===== src/rtl/cpu_defs_pkg.sv =====
// ----------------------------------------------------------------------------
// cpu_defs_pkg
// Shared definitions for the core's memory-side bridges.
//   state_t : FSM state encoding for the SRAM-like bridges
//             (IDLE=0, REQ=1, WAIT=2, DONE=3)
//   SZ_*    : access size codes carried on cpu_size / data_size
// ----------------------------------------------------------------------------
package cpu_defs_pkg;

    // Bridge FSM states; the numeric encoding is fixed because other
    // blocks in the core decode it directly.
    typedef enum logic [1:0] {
        IDLE = 2'd0,
        REQ  = 2'd1,
        WAIT = 2'd2,
        DONE = 2'd3
    } state_t;

    // Access size codes shared by the core and the bus.
    localparam logic [1:0] SZ_BYTE = 2'd0;
    localparam logic [1:0] SZ_HALF = 2'd1;
    localparam logic [1:0] SZ_WORD = 2'd2;

endpackage


===== src/rtl/data_sram_like_bridge.sv =====
// ----------------------------------------------------------------------------
// data_sram_like_bridge
// Turns the core's single-cycle data SRAM port into a split-transaction
// SRAM-like bus (req / addr_ok / data_ok). The core is stalled while an
// access is outstanding, and load data is held in cpu_rdata until the
// pipeline moves on, so a multi-cycle memory can sit behind the core.
//
// Ports
//   clk, resetn        core clock, asynchronous active-low reset
//   cpu_en             core requests a data access this cycle
//   cpu_wen[3:0]       byte write enables (nonzero = store)
//   cpu_size[1:0]      0 byte, 1 half, 2 word
//   cpu_addr           byte address
//   cpu_wdata          lane-aligned store data
//   cpu_hold           MEM/WB held by another source
//   cpu_rdata          captured load data
//   cpu_stall          access not complete, core must freeze
//   data_req           bus request valid
//   data_wr            1 = write
//   data_size          latched access size
//   data_addr          latched address
//   data_wdata         latched store data
//   data_addr_ok       bus accepted the request
//   data_data_ok       bus returns read data / write completion
//   data_rdata         bus read data, valid with data_data_ok
// ----------------------------------------------------------------------------
module data_sram_like_bridge
    import cpu_defs_pkg::*;
#(
    parameter int ADDR_W = 32,
    parameter int DATA_W = 32
) (
    input  logic              clk,
    input  logic              resetn,
    input  logic              cpu_en,
    input  logic [3:0]        cpu_wen,
    input  logic [1:0]        cpu_size,
    input  logic [ADDR_W-1:0] cpu_addr,
    input  logic [DATA_W-1:0] cpu_wdata,
    input  logic              cpu_hold,
    output logic [DATA_W-1:0] cpu_rdata,
    output logic              cpu_stall,
    output logic              data_req,
    output logic              data_wr,
    output logic [1:0]        data_size,
    output logic [ADDR_W-1:0] data_addr,
    output logic [DATA_W-1:0] data_wdata,
    input  logic              data_addr_ok,
    input  logic              data_data_ok,
    input  logic [DATA_W-1:0] data_rdata
);

    state_t state;

    // Request FSM and request register bank. The request fields are only
    // loaded in IDLE, so whatever the core does while frozen cannot disturb
    // an accepted or pending request. A data_ok seen in REQ without the
    // address handshake is a protocol violation and is deliberately ignored;
    // a data_ok seen in IDLE (e.g. left over from an access aborted by reset)
    // is ignored as well. Stores complete without touching cpu_rdata.
    always_ff @(posedge clk or negedge resetn) begin
        if (!resetn) begin
            state      <= IDLE;
            data_req   <= 1'b0;
            data_wr    <= 1'b0;
            data_size  <= SZ_BYTE;
            data_addr  <= '0;
            data_wdata <= '0;
            cpu_rdata  <= '0;
        end else begin
            case (state)
                IDLE: begin
                    if (cpu_en) begin
                        data_addr  <= cpu_addr;
                        data_wdata <= cpu_wdata;
                        data_size  <= cpu_size;
                        data_wr    <= |cpu_wen;
                        data_req   <= 1'b1;
                        state      <= REQ;
                    end
                end
                REQ: begin
                    if (data_addr_ok) begin
                        data_req <= 1'b0;
                        if (data_data_ok) begin
                            if (!data_wr) begin
                                cpu_rdata <= data_rdata;
                            end
                            state <= DONE;
                        end else begin
                            state <= WAIT;
                        end
                    end
                end
                WAIT: begin
                    if (data_data_ok) begin
                        if (!data_wr) begin
                            cpu_rdata <= data_rdata;
                        end
                        state <= DONE;
                    end
                end
                DONE: begin
                    if (!cpu_hold) begin
                        state <= IDLE;
                    end
                end
                default: state <= IDLE;
            endcase
        end
    end

    // Stall is combinational so the core freezes in the very cycle it
    // presents a new access; DONE is the only cycle in which the
    // instruction is allowed to complete.
    assign cpu_stall = (state == IDLE) ? cpu_en : (state != DONE);

endmodule


===== config.mk =====
export PLATFORM = sky130hd
export DESIGN_NAME = data_sram_like_bridge
export DESIGN_NICKNAME = d
export VERILOG_FILES = /design/src/rtl/cpu_defs_pkg.sv /design/src/rtl/data_sram_like_bridge.sv
export SDC_FILE = /design/constraint.sdc
export NUM_CORES = 1
export LEC_CHECK = 0
export ABC_CLOCK_PERIOD_IN_PS = 1800
export CORE_UTILIZATION = 41
export CTS_BUF_LIST = sky130_fd_sc_hd__clkbuf_2 sky130_fd_sc_hd__clkbuf_4 sky130_fd_sc_hd__clkbuf_8
export DETAILED_ROUTE_END_ITERATION = 10
export PLACE_DENSITY = 0.83
export SLEW_MARGIN = 5
export SYNTH_ARGS = -nofsm -noshare
export SYNTH_HDL_FRONTEND = slang
export SYNTH_SLANG_ARGS = --single-unit

===== constraint.sdc =====
create_clock -name clk -period 1.8 [get_ports clk]
set_input_delay 0.36 -clock clk [delete_from_list [all_inputs] [get_ports clk]]
set_output_delay 0.36 -clock clk [all_outputs]
set_load 0.01 [all_outputs]

# [Yosys cells after proc, flatten, opt, wreduce, memory -nomap -nowiden]
# Cells that the tools add are included.
[word_totals] elab_cells=37 in_bits=108 reg_bits=102
[classes] mux=14 n_eq_ne=8 reduce_logical=8
[ops] op="2-to-1 mux 32 bit" count=3
[ops] op="case mux 32 bit (2 select lines)" count=1
[ops] op="inequality test 2 bit (second input constant)" count=5
[ops] op="2-to-1 mux 2 bit" count=4
[ops] op="case mux 2 bit (4 select lines)" count=1
[ops] op="== test 2 bit (second input constant)" count=2
[ops] op="2-to-1 mux 1 bit" count=4
[ops] op="AND reduction 2 bit" count=2
[ops] op="AND reduction 4 bit" count=1
[ops] op="nonzero test 2 bit" count=2
[ops] op="OR reduction 4 bit" count=1
[ops] op="AND reduction 3 bit" count=1
[ops] op="== test 2 x 1 -> 1 bit (second input constant)" count=1
[ops] op="logical NOT 2 bit" count=1
[ops] op="case mux 1 bit (2 select lines)" count=1

# [Longest topological paths before layout]
[depth] ltp_word=4 ltp_mapped=7 ltp_nobuf=6

# [Worst setup path before layout]
# Ideal clock, no wire load.
[synth_path] kind="reg2reg" start="reg state[1]" end="reg cpu_rdata[10]" required_time_ns=1.675 setup_slack_ns=0.165 path_stages_with_launch=8 period_less_slack_ns=1.635 path_buffers=1 arrival_ns=1.510 setup_time_ns=0.125 cell_sequence="dfrtp_1 inv_1 ha_1 nand2b_4 nand3_1 nor2_4 clkbuf_8 mux2_2"
[synth_via] elab_chain_cells=3 elab_cells_between_ends=6 classes_between="eq/ne (3); mux (1); reduce/logical (2)"
[synth_lines] element="from (decl)" line_no="data_sram_like_bridge.sv:53" text="state_t state;"
[synth_lines] element="from (signal assigned)" line_no="data_sram_like_bridge.sv:63" text="state <= IDLE;"
[synth_lines] element="from (signal assigned)" line_no="data_sram_like_bridge.sv:79" text="state <= REQ;"
[synth_lines] element="from (signal assigned)" line_no="data_sram_like_bridge.sv:89" text="state <= DONE;"
[synth_lines] element="== test 2 x 1 -> 1 bit / == test 2 bit (equally long branches)" line_no="data_sram_like_bridge.sv:71" text="case (state)"
[synth_lines] element="inequality test 2 bit (no source line) / nonzero test 2 bit (equally long branches)"
[synth_lines] element="AND reduction 2 bit (no source line)"
[synth_lines] element="to (signal assigned)" line_no="data_sram_like_bridge.sv:87" text="cpu_rdata <= data_rdata;"
[synth_lines] element="to (signal assigned)" line_no="data_sram_like_bridge.sv:98" text="cpu_rdata <= data_rdata;"
[synth_lines] element="to (decl)" line_no="data_sram_like_bridge.sv:41" text="output logic [DATA_W-1:0] cpu_rdata,"
# Several ways; a longest one is shown, not always the timed one.
# A chain may end at the register's enable or synchronous reset.

# [Final worst setup path]
[layout_path] start="reg state[0]" end="reg cpu_rdata[9]"
# Same word-level chain as after synthesis.

==> results.yml <==
run_status:
  outcome: "finished, final reports clean"
synthesis:
  mean_post_synth_cell_area_um2: 16.77
  ys_ff_latch: 102
  mappedNetlistNets: 350
  syn-instance-count: 237
  synthesis.yosys.warnings: 0
  synth_ff_type: "sky130_fd_sc_hd__dfrtp_1"
  ys_top_cells_by_area: "sky130_fd_sc_hd__dfrtp_1, sky130_fd_sc_hd__mux2_2, sky130_fd_sc_hd__mux2_4"
  synth_common_cells: "sky130_fd_sc_hd__dfrtp_1, sky130_fd_sc_hd__mux2_2, sky130_fd_sc_hd__mux2_4, sky130_fd_sc_hd__buf_2, sky130_fd_sc_hd__ha_1"
  synth_edf_count: 0
  synth_top_area_frac: 0.6421
  synth.distinct_cells: 22
  share_of_flip_flops_with_an_asynchronous_set_or_reset: 1.000
  netlist.top_cell.by_area: "sky130_fd_sc_hd__dfrtp_1"
  post_synthesis_instance_area_mm2: 0.003975
  synth_seq_area_share: 0.6421
  count_leader_synth: "sky130_fd_sc_hd__dfrtp_1"
power:
  p_sw_mw: 3.385
  p_int_mw: 7.985
  power_frac_comb: 0.503
  total_leakage_power_nw: 2.759
  fin_total_pwr_mw: 11.37
  clockPowerShare: 0.138
  netSwitchingFraction: 0.2977
  p_seq_frac: 0.359
  powerDensity_mw_per_mm2: 1733
  irDropWorstVdd_uv: 970.9
clock_network:
  cts_tree: "yes"
  cts_buffers: 9
  bufs_on_longest_clock_path: 2
  cts-htree-levels: 3
  clk_pin_slew_worst_paths_ps: 100
  clock_sink_count: 102
  worstSkewPairLatency_ps: 340
  cts.root.buffer_cell: "sky130_fd_sc_hd__clkbuf_8"
critical_path:
  timing.critical_path.to_type: "flop"
  cp.arrival_ps: 1970
  crit_path_max_fanout: 13
  timing.rr.end: "cpu_rdata[9]"
  cp-start-kind: "flop"
  ff2ff_path_depth: 6
  critPathRequiredTime_ps: 2040
  worstSetupStartpoint: "state[0]"
  rr_startpoint: "state[0]"
  r2r_setup_slack_ps: 70
  critPathKind: "flop to flop"
routing:
  wl_um: 9571
  avgRoutedWirePerCell_um: 16.11
  via_per_inst: 4.734
  vias: 2812
  post_detailed_route_drc_marker_count: 0
  drt_iter0_markers: 29
  drtPass1Iterations: 3
  post_detailed_route_count_of_antenna_violating_nets: 0
die:
  die_height_um: 100.5
  placement_row_count: 35
  placeableCoreArea_mm2: 0.009328
  initial_cell_density_of_the_core: 0.4262
  fp.dieArea_mm2: 0.01009
  design.portCount: 209
  die_w_um: 100.5
final_layout:
  antennaDiodeCount: 0
  final_nets: 574
  fill_cells: 677
  area.growth.synth_to_final_pct: 65.03
  layout-drive-gt1-share: 0.2989
sta:
  finalHoldViolCount: 0
  worst_slew_margin_rel: 0.6895
  tightestPinTransition_ps: 465.8
  final-setup-viol-count: 0
  timing.final.crit_period_ps: 1733
  drv_slew: 0
  timing.clock.skew_ps: 10.80
  setup_total_negative_slack_ps: 0
  max_clock_freq_ghz: 0.5770
  fin_crit_sh: 0.9628
grt:
  grt_pass1_vias: 3109
  first_pass_grt_wire_length_um: 14700
  grt_usage: 0.1899
  grt_max_degree: 89
  grt_overflow: 0
  antenna_found_initial: 0
hold_path:
  hold_path.class: "input port to async pin"
place:
  port-buffer-count: 208
  place_hpwl_um: 7070
  globalplace.congestion: 0.7908
job:
  max_cap_viol_count: 0
==> placed cells by master (no fill, tap or decap), types with 2 or more instances in the layout <==
cell	Yosys	final
sky130_fd_sc_hd__nand2_1	2	2
sky130_fd_sc_hd__ha_1	5	3
sky130_fd_sc_hd__clkinvlp_4	0	2
sky130_fd_sc_hd__buf_12	0	3
sky130_fd_sc_hd__clkbuf_8	2	10
sky130_fd_sc_hd__o21ai_0	4	4
sky130_fd_sc_hd__buf_4	0	10
sky130_fd_sc_hd__bufinv_16	0	2
sky130_fd_sc_hd__clkdlybuf4s50_1	0	206
sky130_fd_sc_hd__mux2_4	8	8
sky130_fd_sc_hd__dfrtp_1	102	102
sky130_fd_sc_hd__inv_2	0	2
sky130_fd_sc_hd__mux2_2	91	91
sky130_fd_sc_hd__clkbuf_16	0	2
==> critical path, cell delays in order, from the launching register on <==
cell,delay [ps]
sky130_fd_sc_hd__dfrtp_1,430
sky130_fd_sc_hd__inv_2,80
sky130_fd_sc_hd__ha_4,270
sky130_fd_sc_hd__nand3_2,70
sky130_fd_sc_hd__nor2_4,220
sky130_fd_sc_hd__clkbuf_16,230
sky130_fd_sc_hd__mux2_2,340
==> kinds of logic after synthesis <==
group,synth area share
AOI/OAI and AO/OA,0.01448
adders and majority gates,0.01574
buffers and inverters,0.02455
and+or+nand+nor,0.01511
muxes,0.2880
DFF,0.6421
==> state kept, by name, summed over array words and instances, names as in the netlist <==
name / flops
cpu_rdata: 32
data_wdata: 32
state: 2
data_addr: 32
data_wr: 1
data_size: 2
data_req: 1
==> how the worst max path moves through the flow <==
stage | slack, ps | to
floorplan | 170 | cpu_rdata[10]
global placement | -100 | cpu_stall
detailed placement | -120 | cpu_stall
CTS | 50 | cpu_stall
global route | -2 | cpu_rdata[15]
finish | 70 | cpu_rdata[9]
==> power groups by stage <==
stage | clock, mW | combinational [mW] | sequential (mW)
detailed placement | 0 | 5.60 | 4.13
CTS | 1.62 | 5.63 | 4.09
finish | 1.57 | 5.72 | 4.08
global placement | 0 | 5.47 | 4.07
global route | 1.72 | 6.08 | 4.23
floorplan | 0 | 1.95 | 4.64
==> routing by layer <==
metal  vias to the layer above  GRT usage  share of wire
met2                       120     0.3435           0.53
met4                         0    0.07023          0.015
met5                         -          0              0
met1                      1403     0.2039           0.37
li1                       1277          -              -
met3                        12    0.06657          0.081
==> final cells by class <==
| class | instances | area, µm² | area share |
|---|---|---|---|
| flip-flops and latches | 102 | 2552 | 0.3891 |
| repair buffers | 223 | 2262 | 0.3448 |
| multi-input cells | 122 | 1351 | 0.2060 |
| well taps | 129 | 161.4 | 0.02460 |
| clock buffers | 10 | 137.6 | 0.02098 |
| clock inverters | 5 | 83.83 | 0.01278 |
| inverters | 3 | 11.26 | 0.001717 |
==> stage by stage <==
stage	hold slack (ps)	util	area [µm²]	instances	worst slack, ps
after floorplan	64.41	-	3975	237	165.3
after global placement	229.7	0.6700	6250	575	-98.57
after detailed placement	234.0	0.6700	6250	575	-118.9
after CTS	390.0	0.6954	6486	592	51.32
after global routing	412.4	0.7033	6560	594	-1.826
final	418.9	0.7033	6560	594	66.88
==> timing repair <==
action | 4_1_cts | 5_1_grt
endpoints found under the hold margin | 14 | 0
resized for setup | 6 | 6
buffers inserted | 1 | 0
gates cloned | 0 | 2
endpoints found under the setup margin | 1 | 6
hold buffers | 1 | 0
Power figures use the tool's default switching activity.
